==> src/rtl/iterative_alu.sv <==
`default_nettype none
// ============================================================================
//  Module   : iterative_alu
//  Brief    : Multi-cycle ALU. Single-cycle arithmetic/logic ops, and shifts
//             done one bit per clock with a valid/ready handshake on both
//             the request and result sides.
//  Revision : 1.0  initial release
// ============================================================================
module iterative_alu #(
  parameter int XLEN    = 32,
  parameter int SHAMT_W = 5    // must equal log2(XLEN)
) (
  input  logic                clk,
  input  logic                reset_n,
  input  logic                in_valid,
  output logic                in_ready,
  input  logic [3:0]          alu_op,
  input  logic [XLEN-1:0]     src_a,
  input  logic [XLEN-1:0]     src_b,
  output logic                out_valid,
  input  logic                out_ready,
  output logic [XLEN-1:0]     alu_result,
  output logic                alu_zero,
  output logic                alu_illegal
);

  localparam logic [3:0] OP_ADD  = 4'b0000;
  localparam logic [3:0] OP_SUB  = 4'b0001;
  localparam logic [3:0] OP_AND  = 4'b0010;
  localparam logic [3:0] OP_OR   = 4'b0011;
  localparam logic [3:0] OP_XOR  = 4'b0100;
  localparam logic [3:0] OP_SLT  = 4'b0101;
  localparam logic [3:0] OP_SLTU = 4'b0110;
  localparam logic [3:0] OP_SLL  = 4'b0111;
  localparam logic [3:0] OP_SRL  = 4'b1000;
  localparam logic [3:0] OP_SRA  = 4'b1001;

  typedef enum logic [1:0] {
    IDLE  = 2'd0,
    SHIFT = 2'd1,
    DONE  = 2'd2
  } state_t;

  state_t               state;
  state_t               next_state;

  // Latched operation and working state. The result register doubles as the
  // shift working register, so no separate copy of src_a is kept.
  logic [3:0]           op_q;
  logic [XLEN-1:0]      result;
  logic [SHAMT_W-1:0]   count;
  logic                 illegal;

  logic [XLEN-1:0]      imm_result;
  logic                 imm_illegal;
  logic                 is_shift;
  logic [SHAMT_W-1:0]   shamt;
  logic                 start_shift;
  logic                 accept;

  assign shamt       = src_b[SHAMT_W-1:0];
  assign is_shift    = (alu_op == OP_SLL) || (alu_op == OP_SRL) || (alu_op == OP_SRA);
  assign start_shift = is_shift && (shamt != '0);
  assign accept      = in_valid && (state == IDLE);

  // Single-cycle result for every op; shifts by zero simply pass src_a.
  always_comb begin
    imm_result  = '0;
    imm_illegal = 1'b0;
    case (alu_op)
      OP_ADD:  imm_result = src_a + src_b;
      OP_SUB:  imm_result = src_a - src_b;
      OP_AND:  imm_result = src_a & src_b;
      OP_OR:   imm_result = src_a | src_b;
      OP_XOR:  imm_result = src_a ^ src_b;
      OP_SLT:  imm_result = {{(XLEN-1){1'b0}}, ($signed(src_a) < $signed(src_b))};
      OP_SLTU: imm_result = {{(XLEN-1){1'b0}}, (src_a < src_b)};
      OP_SLL,
      OP_SRL,
      OP_SRA:  imm_result = src_a;
      default: imm_illegal = 1'b1;
    endcase
  end

  // State register.
  always_ff @(posedge clk or negedge reset_n) begin
    if (!reset_n) begin
      state <= IDLE;
    end else begin
      state <= next_state;
    end
  end

  // Next-state and handshake outputs.
  always_comb begin
    next_state = state;
    in_ready   = 1'b0;
    out_valid  = 1'b0;
    case (state)
      IDLE: begin
        in_ready = 1'b1;
        if (in_valid) begin
          next_state = start_shift ? SHIFT : DONE;
        end
      end
      SHIFT: begin
        // The edge that consumes the last bit of shifting enters DONE.
        if (count == SHAMT_W'(1)) begin
          next_state = DONE;
        end
      end
      DONE: begin
        out_valid = 1'b1;
        if (out_ready) begin
          next_state = IDLE;
        end
      end
      default: next_state = IDLE;
    endcase
  end

  // Operand capture and one-bit-per-cycle shifting.
  always_ff @(posedge clk or negedge reset_n) begin
    if (!reset_n) begin
      op_q    <= OP_ADD;
      result  <= '0;
      count   <= '0;
      illegal <= 1'b0;
    end else begin
      case (state)
        IDLE: begin
          if (accept) begin
            op_q    <= alu_op;
            illegal <= imm_illegal;
            if (start_shift) begin
              result <= src_a;
              count  <= shamt;
            end else begin
              result <= imm_result;
              count  <= '0;
            end
          end
        end
        SHIFT: begin
          count <= count - SHAMT_W'(1);
          case (op_q)
            OP_SLL:  result <= {result[XLEN-2:0], 1'b0};
            OP_SRL:  result <= {1'b0, result[XLEN-1:1]};
            // MSB is never altered by an arithmetic right shift, so it still
            // holds the original sign bit.
            default: result <= {result[XLEN-1], result[XLEN-1:1]};
          endcase
        end
        default: ;
      endcase
    end
  end

  assign alu_result  = result;
  assign alu_zero    = (result == '0);
  assign alu_illegal = illegal;

endmodule
`default_nettype wire

==> config.mk <==
export PLATFORM = sky130hd
export DESIGN_NAME = iterative_alu
export DESIGN_NICKNAME = d
export VERILOG_FILES = /design/src/rtl/iterative_alu.sv
export SDC_FILE = /design/constraint.sdc
export NUM_CORES = 1
export LEC_CHECK = 0
export BUFFER_PORTS_ARGS = -buffer_cell sky130_fd_sc_hd__buf_2
export CAP_MARGIN = 20
export CELL_PAD_IN_SITES_DETAIL_PLACEMENT = 1
export CELL_PAD_IN_SITES_GLOBAL_PLACEMENT = 2
export CORE_MARGIN = 2
export CORE_UTILIZATION = 37
export DETAILED_ROUTE_END_ITERATION = 10
export GPL_TIMING_DRIVEN = 0
export PLACE_DENSITY = 0.95
export SLEW_MARGIN = 15
export SYNTH_ARGS = -nofsm -noshare
export SYNTH_HDL_FRONTEND = slang
export SYNTH_SLANG_ARGS = --single-unit
==> constraint.sdc <==
create_clock -name clk -period 3.3 [get_ports clk]
set_input_delay 0.495 -clock clk [delete_from_list [all_inputs] [get_ports clk]]
set_output_delay 0.495 -clock clk [all_outputs]
set_load 0.02 [all_outputs]
# --- Word level (Yosys, flattened, before mapping) ---
# Index checks and enable logic that the tools add are counted.
totals:
  output_inout_bits: 36
  regBits: 44
  wordCells: 64
  input_bits: 72
op_classes:
  muxes: 16
  n_eq_ne: 19
  n_addsub: 3
  n_bitwise: 3
  n_reduce_logical: 15
  n_lt_le_gt_ge: 2
op_table:
  columns: ["operator", "count"]
  rows:
  - ["$pmux W32 S8", 1]
  - ["$pmux W32 S2", 2]
  - ["$lt A32 B32 Y1", 2]
  - ["$mux W32", 2]
  - ["$add A32 B32 Y32", 1]
  - ["$and A32 B32 Y32", 1]
  - ["$logic_not A32 Y1", 1]
  - ["$or A32 B32 Y32", 1]
  - ["$sub A32 B32 Y32", 1]
  - ["$xor A32 B32 Y32", 1]
  - ["$eq A4 B3 Y1 const B", 5]
  - ["$eq A4 B4 Y1 const B", 3]
  - ["$mux W5", 2]
  - ["$pmux W5 S2", 1]
  - ["$reduce_or A10 Y1", 1]
  - ["$eq A4 B2 Y1 const B", 2]
  - ["$mux W2", 4]
  - ["$ne A2 B2 Y1 const B", 4]
  - ["$pmux W2 S3", 1]
  - ["$reduce_and A3 Y1", 2]
  - ["$eq A5 B1 Y1 const B", 1]
  - ["$reduce_bool A5 Y1", 1]
  - ["$sub A5 B1 Y5 const B", 1]
  - ["$eq A4 B1 Y1 const B", 1]
  - ["other kinds (11)", 16]

# --- Longest topological paths before layout ---
# Gate-level depths: netlist of run 1.
depth:
  word_depth: 7
  mapped_depth: 13
  depth_no_buf: 13

# --- Worst setup path after synthesis of run 1 ---
# OpenSTA, ideal clock, no wires.
synth_path:
  path_kind: "in2reg"
  startpoint: "input src_a[0]"
  endpoint: "register result[18] (netlist: alu_result[18])"
  t_arrival_ps: 3001
  cell_stages: 13
  t_required_ps: 3178
  setup_ps: 122
  slack_ps: 177
  n_path_buf: 0
  cell_sequence: "inv_1 -> ha_1 -> fa_1 -> o21bai_1 -> a2111oi_0 -> o21ai_1 -> a21oi_1 -> o21bai_2 -> a211oi_2 -> o311a_1 -> a2111oi_0 -> nand2_1 -> a32o_1"
synth_between:
  elab_chain_len: 5
  word_cells_on_any_way: 6
  classes_between: "2 x add/sub; 4 x mux"
synth_lines:
  columns: ["item", "line_no", "source"]
  rows:
  - ["start: declaration", "18", "input logic [XLEN-1:0] src_a,"]
  - ["$sub A32 B32 Y32 / $add A32 B32 Y32 (equally long branches)", "72, 71", null]
  - ["$pmux W32 S8 (*)", "70", "case (alu_op)"]
  - ["$mux W32 (*)", "135", "if (start_shift) begin"]
  - ["$mux W32 (*)", "132", "if (accept) begin"]
  - ["$pmux W32 S2 (*)", "130", "case (state)"]
  - ["end signal: assignment", "136", "result <= src_a;"]
  - ["end signal: assignment", "139", "result <= imm_result;"]
  - ["end signal: assignment", "147", "OP_SLL: result <= {result[XLEN-2:0], 1'b0};"]
  - ["end: declaration", "50", "logic [XLEN-1:0] result;"]
# Every way passes the cells marked *; elsewhere a longest branch is shown, timed or not. The select of a mux whose other input is x is not followed.
# A chain may end at the register's enable or synchronous reset.

# --- Final worst setup path of run 1 ---
layout_path:
  startpoint: "input src_b[1]"
  endpoint: "register result[23] (netlist: alu_result[23])"
layout_between:
  elab_chain_len: 5
  word_cells_on_any_way: 8
  classes_between: "2 x add/sub; 4 x mux; 2 x reduce/logical"
layout_lines:
  columns: ["item", "line_no", "source"]
  rows:
  - ["start: declaration", "19", "input logic [XLEN-1:0] src_b,"]
  - ["$sub A32 B32 Y32, or another cell as far along", "72", "OP_SUB: imm_result = src_a - src_b;"]
  - ["$pmux W32 S8 / $logic_and A1 B1 Y1 (equally long branches)", "70, 63", null]
  - ["$mux W32 (*)", "135", null]
  - ["$mux W32 (*)", "132", null]
  - ["$pmux W32 S2 (*)", "130", null]
# Marked as above.

==> run_results.csv, run 1 <==
group,metric,value,unit
layout,fill_cells,2624,
setup_path,path_cells,"buf_2 -> inv_1 -> ha_1 -> o21bai_1 -> nand3_1 -> a31oi_4 -> o311ai_4 -> o2bb2ai_4 -> a2111oi_4 -> buf_6 -> nor2_1 -> xnor2_1 -> a221oi_2 -> o21ai_1",
sta,max_clock_freq,307.2,MHz
synthesis,synth_edf_count,0,
setup_path,cp.arrival,3.42,ns
sta,period_share,0.9863,
power,netSwitchingFraction,0.5362,
power,p_sw,0.002375,W
synthesis,synthArstFlopShare,1.000,
detailed_routing,wl_per_cell,23.64,um
setup_path,max_stage_delay,0.38,ns
floorplan,start_util,0.3788,
floorplan,coreArea,20360,um2
synthesis,synth_seq_cells,44,
global_routing,grt_start_max_net_pins,45,
setup_path,crit_family,"compound AO/OA/AOI/OAI gates",
power,cellPowerDensity,484.5,nW/um2
synthesis,synthCells,1069,
synthesis,synth_cell_type_count,82,
sta,tns,0,ns
synthesis,yosysSeqAreaShare,0.1427,
clocking,cts-buffers-inserted,5,
floorplan,fp.dieW,148.4,um
setup_path,required,3.47,ns
synthesis,synth_top_area_cell,"ha_1",
floorplan,dieArea,22020,um2
placed_design,dp_hpwl,26440,um
synthesis,synth_nets,1258,
global_routing,track_usage,0.3063,
global_routing,grt_pass1_wl,52620,um
sta,timing.final.ws_setup,0.04522,ns
detailed_routing,wl,34800,um
sta,setup_viol,0,
synthesis,synth_area_leaders,"ha_1, dfrtp_1, a21oi_1",
clocking,cts.path.max_buffers,2,
global_routing,antenna_found_initial,0,
power,pwr-share-seq,0.268,
synthesis,synth.top_cell.area_share,0.1865,
detailed_routing,highest_layer,"met4",
clocking,cts_root_buffer,"clkbuf_16",
sta,worst_pin_slew,0.9553,ns
setup_path,r2r-start,"state[0]$_DFFE_PN0P_",
power,pwr-share-clk,0.136,
detailed_routing,remaining_drc_errors,0,
detailed_routing,ant_nets,0,
synthesis,synth_area,7714,um2
setup_path,slowest_stage,"a2111oi_4",
detailed_routing,via_count,9333,
sta,finalMaxSlewViolations,0,
detailed_routing,viasPerCell,6.340,
setup_path,reg2reg_to,"alu_result[28]$_DFFE_PN0P_",
power,p_comb_frac,0.597,
power,intPower,0.002055,W
setup_path,critPathMaxFanout,6,
layout,syn2layout_area_growth,18.54,%
setup_path,ff2ff_path_depth,6,
detailed_routing,dr_wl_met2,15530,um
setup_path,reg2reg_slack,0.20,ns
detailed_routing,m1WireLength,14710,um
floorplan,die_y,148.4,um
clocking,clkSinkCount,44,
floorplan,ios,108,
sta,relSlewSlack,0.3631,
placed_design,port_buffers,105,
power,max-vdd-ir-drop,0.0002896,V
clocking,path_clk_slew,0.07,ns
sta,finalHoldViolCount,0,
layout,postLayoutCellArea,9144,um2
setup_path,critPathCaptureType,"flop",
synthesis,synth.avg_cell_area,7.216,um2
clocking,clk_latency,0.31,ns
layout,drive_gt1_frac,0.1757,
synthesis,synthFlopType,"dfrtp_1",
placed_design,place_ws,-0.8870,ns
global_routing,grt_overflow,0,
layout,fin_nets,1389,
run,drv_cap,0,
setup_path,crit_buf_inv,3,
sta,skew,0.004367,ns
detailed_routing,drt_iter0_drc,838,
clocking,htreeDepth,2,
power,power.leakage,4.215,nW
setup_path,setup.worst_path.class,"in -> reg",
detailed_routing,dr.pass1.iters,6,
setup_path,cp-start-kind,"input pin",
global_routing,grt_pass1_vias,9348,
outcome,status,"finished clean",
placed_design,gp_congestion,0.9577,
sta,finalCriticalPeriod,3.255,ns
min_path,hp-class,"in -> async",
clocking,cts_tree,"done",
placed_design,dpl_cell_area,8588,um2
synthesis,ys_warn_count,0,
detailed_routing,dr_wl_met3,3210,um
floorplan,rows,52,
## sequential cells by signal (all words and copies together), names as in the netlist
signal / cells
alu_illegal: 1
state: 2
alu_result: 32
count: 5
op_q: 4
## cell usage after synthesis, drive strengths merged, types with 6 or more instances
| master | n |
|---|---|
| nor3 | 16 |
| nand2 | 124 |
| a211oi | 14 |
| o21bai | 17 |
| a311oi | 9 |
| nand2b | 13 |
| dfrtp | 44 |
| and3 | 7 |
| ha | 115 |
| nor4 | 18 |
| nor2b | 14 |
| o211ai | 14 |
| o31ai | 12 |
| o22ai | 14 |
| a222oi | 8 |
| o21ai | 78 |
| nand4 | 8 |
| xnor2 | 11 |
| nand3 | 34 |
| clkbuf | 48 |
| a31oi | 21 |
| a21o | 21 |
| a21oi | 95 |
| buf | 23 |
| nor2 | 77 |
| a2111oi | 10 |
| mux2i | 7 |
| inv | 95 |
| a221oi | 27 |
| a221o | 8 |
| o311ai | 6 |
## final cells by class
cell class | instances | area, um2 | area share
Timing Repair Buffer | 124 | 708.2 | 0.07745
Inverter | 96 | 361.6 | 0.03955
Clock inverter | 2 | 35.03 | 0.003831
Antenna cell | 1 | 2.502 | 0.0002737
Clock buffer | 6 | 128.9 | 0.01409
Sequential cell | 44 | 1101 | 0.1204
Multi-Input combinational cell | 858 | 6143 | 0.6719
Buffer | 71 | 325.3 | 0.03558
Tap cell | 270 | 337.8 | 0.03695
## worst reg2reg max path: cells and delay by family, from the launching register on
kind            cells  cell delay (ns)
buf+inv             3             1.58
simple gates        2             0.92
flops               1             0.32
compound gates      1             0.17
## repair_timing
action                                  CTS  global route
hold buffers                              0             0
pin swaps                                 6            18
setup buffers                             5            12
resized for setup                        17            40
endpoints found under the setup margin   29            36
## power by group through the flow
stage	logic [W]	registers [W]	clock network (W)
5_1_grt	0.00285	0.00121	0.000612
3_3_place_gp	0.00241	0.00117	0
4_1_cts	0.00252	0.00117	0.000590
6_report	0.00264	0.00119	0.000602
3_5_place_dp	0.00248	0.00117	0
2_1_floorplan	0.00139	0.00125	0
## metrics by stage
| stage | utilization | power [W] | std cells | hold WS (ns) |
|---|---|---|---|---|
| 5_1_grt | 0.4489 | 0.004672 | 1471 | 0.1504 |
| 2_1_floorplan | - | 0.002638 | 1069 | 0.1994 |
| 6_report | 0.4490 | 0.004430 | 1472 | 0.1247 |
| 4_1_cts | 0.4349 | 0.004277 | 1458 | 0.4342 |
| 3_5_place_dp | 0.4217 | 0.003646 | 1445 | 0.4753 |
| 3_3_place_gp | 0.4212 | 0.003581 | 1444 | 0.4579 |
## layer usage
| layer | vias up | track usage |
|---|---|---|
| met5 | - | 0 |
| met4 | 0 | 0.1271 |
| met3 | 91 | 0.05613 |
| met2 | 467 | 0.4833 |
| met1 | 4604 | 0.4123 |
| li1 | 4171 | - |
## worst max-delay path by stage
stage                          from                    endpoint  slack, ns  depth (start not counted)
after floorplan            src_a[0]  alu_result[18]$_DFFE_PN0P_       0.18                         13
after global placement    alu_op[2]  alu_result[13]$_DFFE_PN0P_      -0.98                          9
after detailed placement  alu_op[2]   alu_result[9]$_DFFE_PN0P_      -0.89                          9
after CTS                 alu_op[2]   alu_result[9]$_DFFE_PN0P_      0.005                          8
after global routing       src_b[4]  alu_result[23]$_DFFE_PN0P_      -0.04                         14
final                      src_b[1]  alu_result[23]$_DFFE_PN0P_       0.05                         14
## kinds of logic after synthesis
family | Yosys count | synth area share
mux | 7 | 0.009084
compound gates | 391 | 0.3531
flops | 44 | 0.1427
buf+inv | 167 | 0.08759
xor+xnor | 13 | 0.01476
simple gates | 330 | 0.2010
fa+ha+maj | 117 | 0.1917
## placed cells by master (no fill, tap or decap), types with 9 or more instances in the layout
cell type	instances
o21ai_0	71
a21oi_1	93
a21o_1	21
xnor2_1	11
o31ai_1	10
a311oi_1	9
inv_1	91
nor3_1	14
a211oi_1	11
nand3_1	33
o21bai_1	14
ha_1	113
buf_2	114
nand2b_1	13
o211ai_1	14
buf_4	18
clkbuf_1	42
nor4_1	15
nand2_1	124
nor2_1	76
nor2b_1	14
a221oi_1	23
a31oi_1	18
dfrtp_1	44
o22ai_1	14
(Power assumes the default switching activity.)
==> run 2: changes to the inputs <==
==> config.mk (replaced) <==
export PLATFORM = sky130hd
export DESIGN_NAME = iterative_alu
export DESIGN_NICKNAME = d
export VERILOG_FILES = /design/src/rtl/iterative_alu.sv
export SDC_FILE = /design/constraint.sdc
export NUM_CORES = 1
export LEC_CHECK = 0
export BUFFER_PORTS_ARGS = -buffer_cell sky130_fd_sc_hd__buf_2
export CAP_MARGIN = 15
export CORE_MARGIN = 4
export CORE_UTILIZATION = 45
export DETAILED_ROUTE_END_ITERATION = 10
export GPL_TIMING_DRIVEN = 0
export PLACE_DENSITY = 0.76
export SLEW_MARGIN = 15
export SYNTH_ARGS = -nofsm -noshare
export SYNTH_HDL_FRONTEND = slang
export SYNTH_SLANG_ARGS = --single-unit
==> run 2 against run 1 <==
  * Clock power shrank 2%
  * First-iteration DRC count grew 53%
  * Register-to-register slack barely moved
  * Sequential cell count stayed put
  * Sequential share of layout area is 0.17 points higher
  * Global-route usage shrank 0.47 points
  * Clock skew is 0.0079 ns higher
  * Utilization grew 9.1 points
  * Worst hold slack worse by 0.0050 ns
  * Setup slack lost 0.033 ns
  * Wire length decreased by 11%
  * Die area down 12%
==> run_results.csv, run 2 (same netlist as run 1, synthesis figures left out) <==
group,metric,value,unit
outcome,status,"finished clean",
clocking,cts_tree,"done",
sta,finalCriticalPeriod,3.288,ns
layout,final_cell_mix,"nand2_1, buf_2, ha_1, a21oi_1, inv_1",
clocking,cts_root_buffer,"clkbuf_16",
detailed_routing,drt_iter0_drc,1282,
sta,max_clock_freq,304.2,MHz
layout,syn2layout_area_growth,16.93,%
setup_path,critPathCaptureType,"flop",
floorplan,start_util,0.4619,
min_path,hp-class,"in -> async",
layout,fin_nets,1384,
clocking,cts_hold_buf,0,
clocking,htreeDepth,2,
sta,setup_viol,0,
layout,drive_gt1_frac,0.1697,
sta,skew,0.01229,ns
detailed_routing,dr.pass1.iters,8,
setup_path,setup.worst_path.class,"in -> reg",
clocking,path_clk_slew,0.07,ns
clocking,clk_latency,0.30,ns
placed_design,gp_congestion,1.011,
sta,finalMaxSlewViolations,0,
sta,period_share,0.9962,
global_routing,grt_pass1_vias,8382,
layout,multi_input_area,6131,um2
floorplan,coreArea,16700,um2
power,finalPower,0.004310,W
floorplan,die_y,138.9,um
detailed_routing,via_count,9219,
placed_design,port_buffers,105,
run,drv_cap,0,
layout,largest_reg_flops,32,
power,cellPowerDensity,477.8,nW/um2
detailed_routing,wl_per_cell,21.98,um
global_routing,track_usage,0.3016,
setup_path,cp-start-kind,"input pin",
floorplan,ios,108,
detailed_routing,dr_wl_met2,13080,um
global_routing,grt_pass1_wl,46970,um
layout,diodes,0,
layout,final_common_cell,"nand2_1",
power,max-vdd-ir-drop,0.0004627,V
setup_path,cp.arrival,3.52,ns
clocking,clkSinkCount,44,
global_routing,grt_start_max_net_pins,45,
clocking,cts-buffers-inserted,5,
detailed_routing,dr_wl_met3,4041,um
power,power.leakage,4.178,nW
clocking,cts.path.max_buffers,2,
layout,fin_cells,1416,
detailed_routing,ant_nets,0,
setup_path,required,3.53,ns
setup_path,critPathMaxFanout,10,
sta,relSlewSlack,0.3706,
floorplan,dieArea,19300,um2
layout,fill_cells,1665,
placed_design,dp_hpwl,23360,um
layout,final_core_util,0.5401,
detailed_routing,wl,31130,um
detailed_routing,m1WireLength,12480,um
detailed_routing,viasPerCell,6.511,
placed_design,place_inst,1394,
sta,finalHoldViolCount,0,
floorplan,fp.dieW,138.9,um
floorplan,rows,47,
detailed_routing,remaining_drc_errors,0,
detailed_routing,highest_layer,"met4",
sta,worst_pin_slew,0.9355,ns
global_routing,grt_overflow,0,
global_routing,antenna_found_initial,0,
layout,seq_area,1101,um2
==> run 2: critical path, stage by stage <==
cell and delay [ns]:
buf_2 0.11, clkbuf_1 0.23, nor4_1 0.82, clkbuf_1 0.61
buf_1 0.71, o21ai_0 0.22, nand2_1 0.14, a32o_1 0.16
==> run 2: power by group <==
group | leakage [nW] | total, W | switching, W | internal (W)
logic | 3.55 | 0.00256 | 0.00166 | 0.000898
clock network | 0.0804 | 0.000592 | 0.000232 | 0.000360
registers | 0.545 | 0.00116 | 0.000378 | 0.000784
==> run 2: final cells by class <==
type                    count  share of cell area
plain buffers              71             0.03593
flip-flops and latches     44              0.1221
well taps                 220             0.03052
clock buffers               5             0.01387
inverters                  96             0.04009
clock inverters             3            0.005132
repair buffers            119             0.07269
multi-input cells         858              0.6797
==> run 2: final timing paths <==
kind	cells past startpoint	startpoint	slack [ns]	to
max	8	alu_op[1]	0.01	alu_result[18]$_DFFE_PN0P_
min	1	reset_n	0.12	count[0]$_DFFE_PN0P_
max reg2reg	7	state[0]$_DFFE_PN0P_	0.21	alu_result[7]$_DFFE_PN0P_
min reg2reg	2	alu_illegal$_DFFE_PN0P_	0.48	alu_illegal$_DFFE_PN0P_
max in group asynchronous	2	reset_n	2.68	alu_result[18]$_DFFE_PN0P_
min in group clk	3	out_ready	0.48	state[1]$_DFFE_PN0P_
==> run 2: routing by layer <==
layer | up-vias | global-route usage
li1 | 4164 | -
met1 | 4283 | 0.4130
met2 | 659 | 0.4526
met3 | 113 | 0.07690
met4 | 0 | 0.1246
met5 | - | 0
==> run 2: timing repair <==
| item | 4_1_cts | 5_1_grt |
|---|---|---|
| endpoints found under the setup margin | 18 | 24 |
| pin swaps | 6 | 16 |
| buffers inserted | 5 | 8 |
| resized for setup | 14 | 39 |
==> run 2: through the flow <==
step	TNS, ns	instance area, um2	hold WS [ns]	worst slack [ns]
4_1_cts	0	8771	0.4169	0.006277
5_1_grt	-0.007431	9020	0.1514	-0.004691
2_1_floorplan	0	7714	0.1994	0.1771
3_3_place_gp	-13.78	8514	0.4572	-0.9314
3_5_place_dp	-13.85	8514	0.4648	-0.8945
6_report	0	9020	0.1197	0.01243
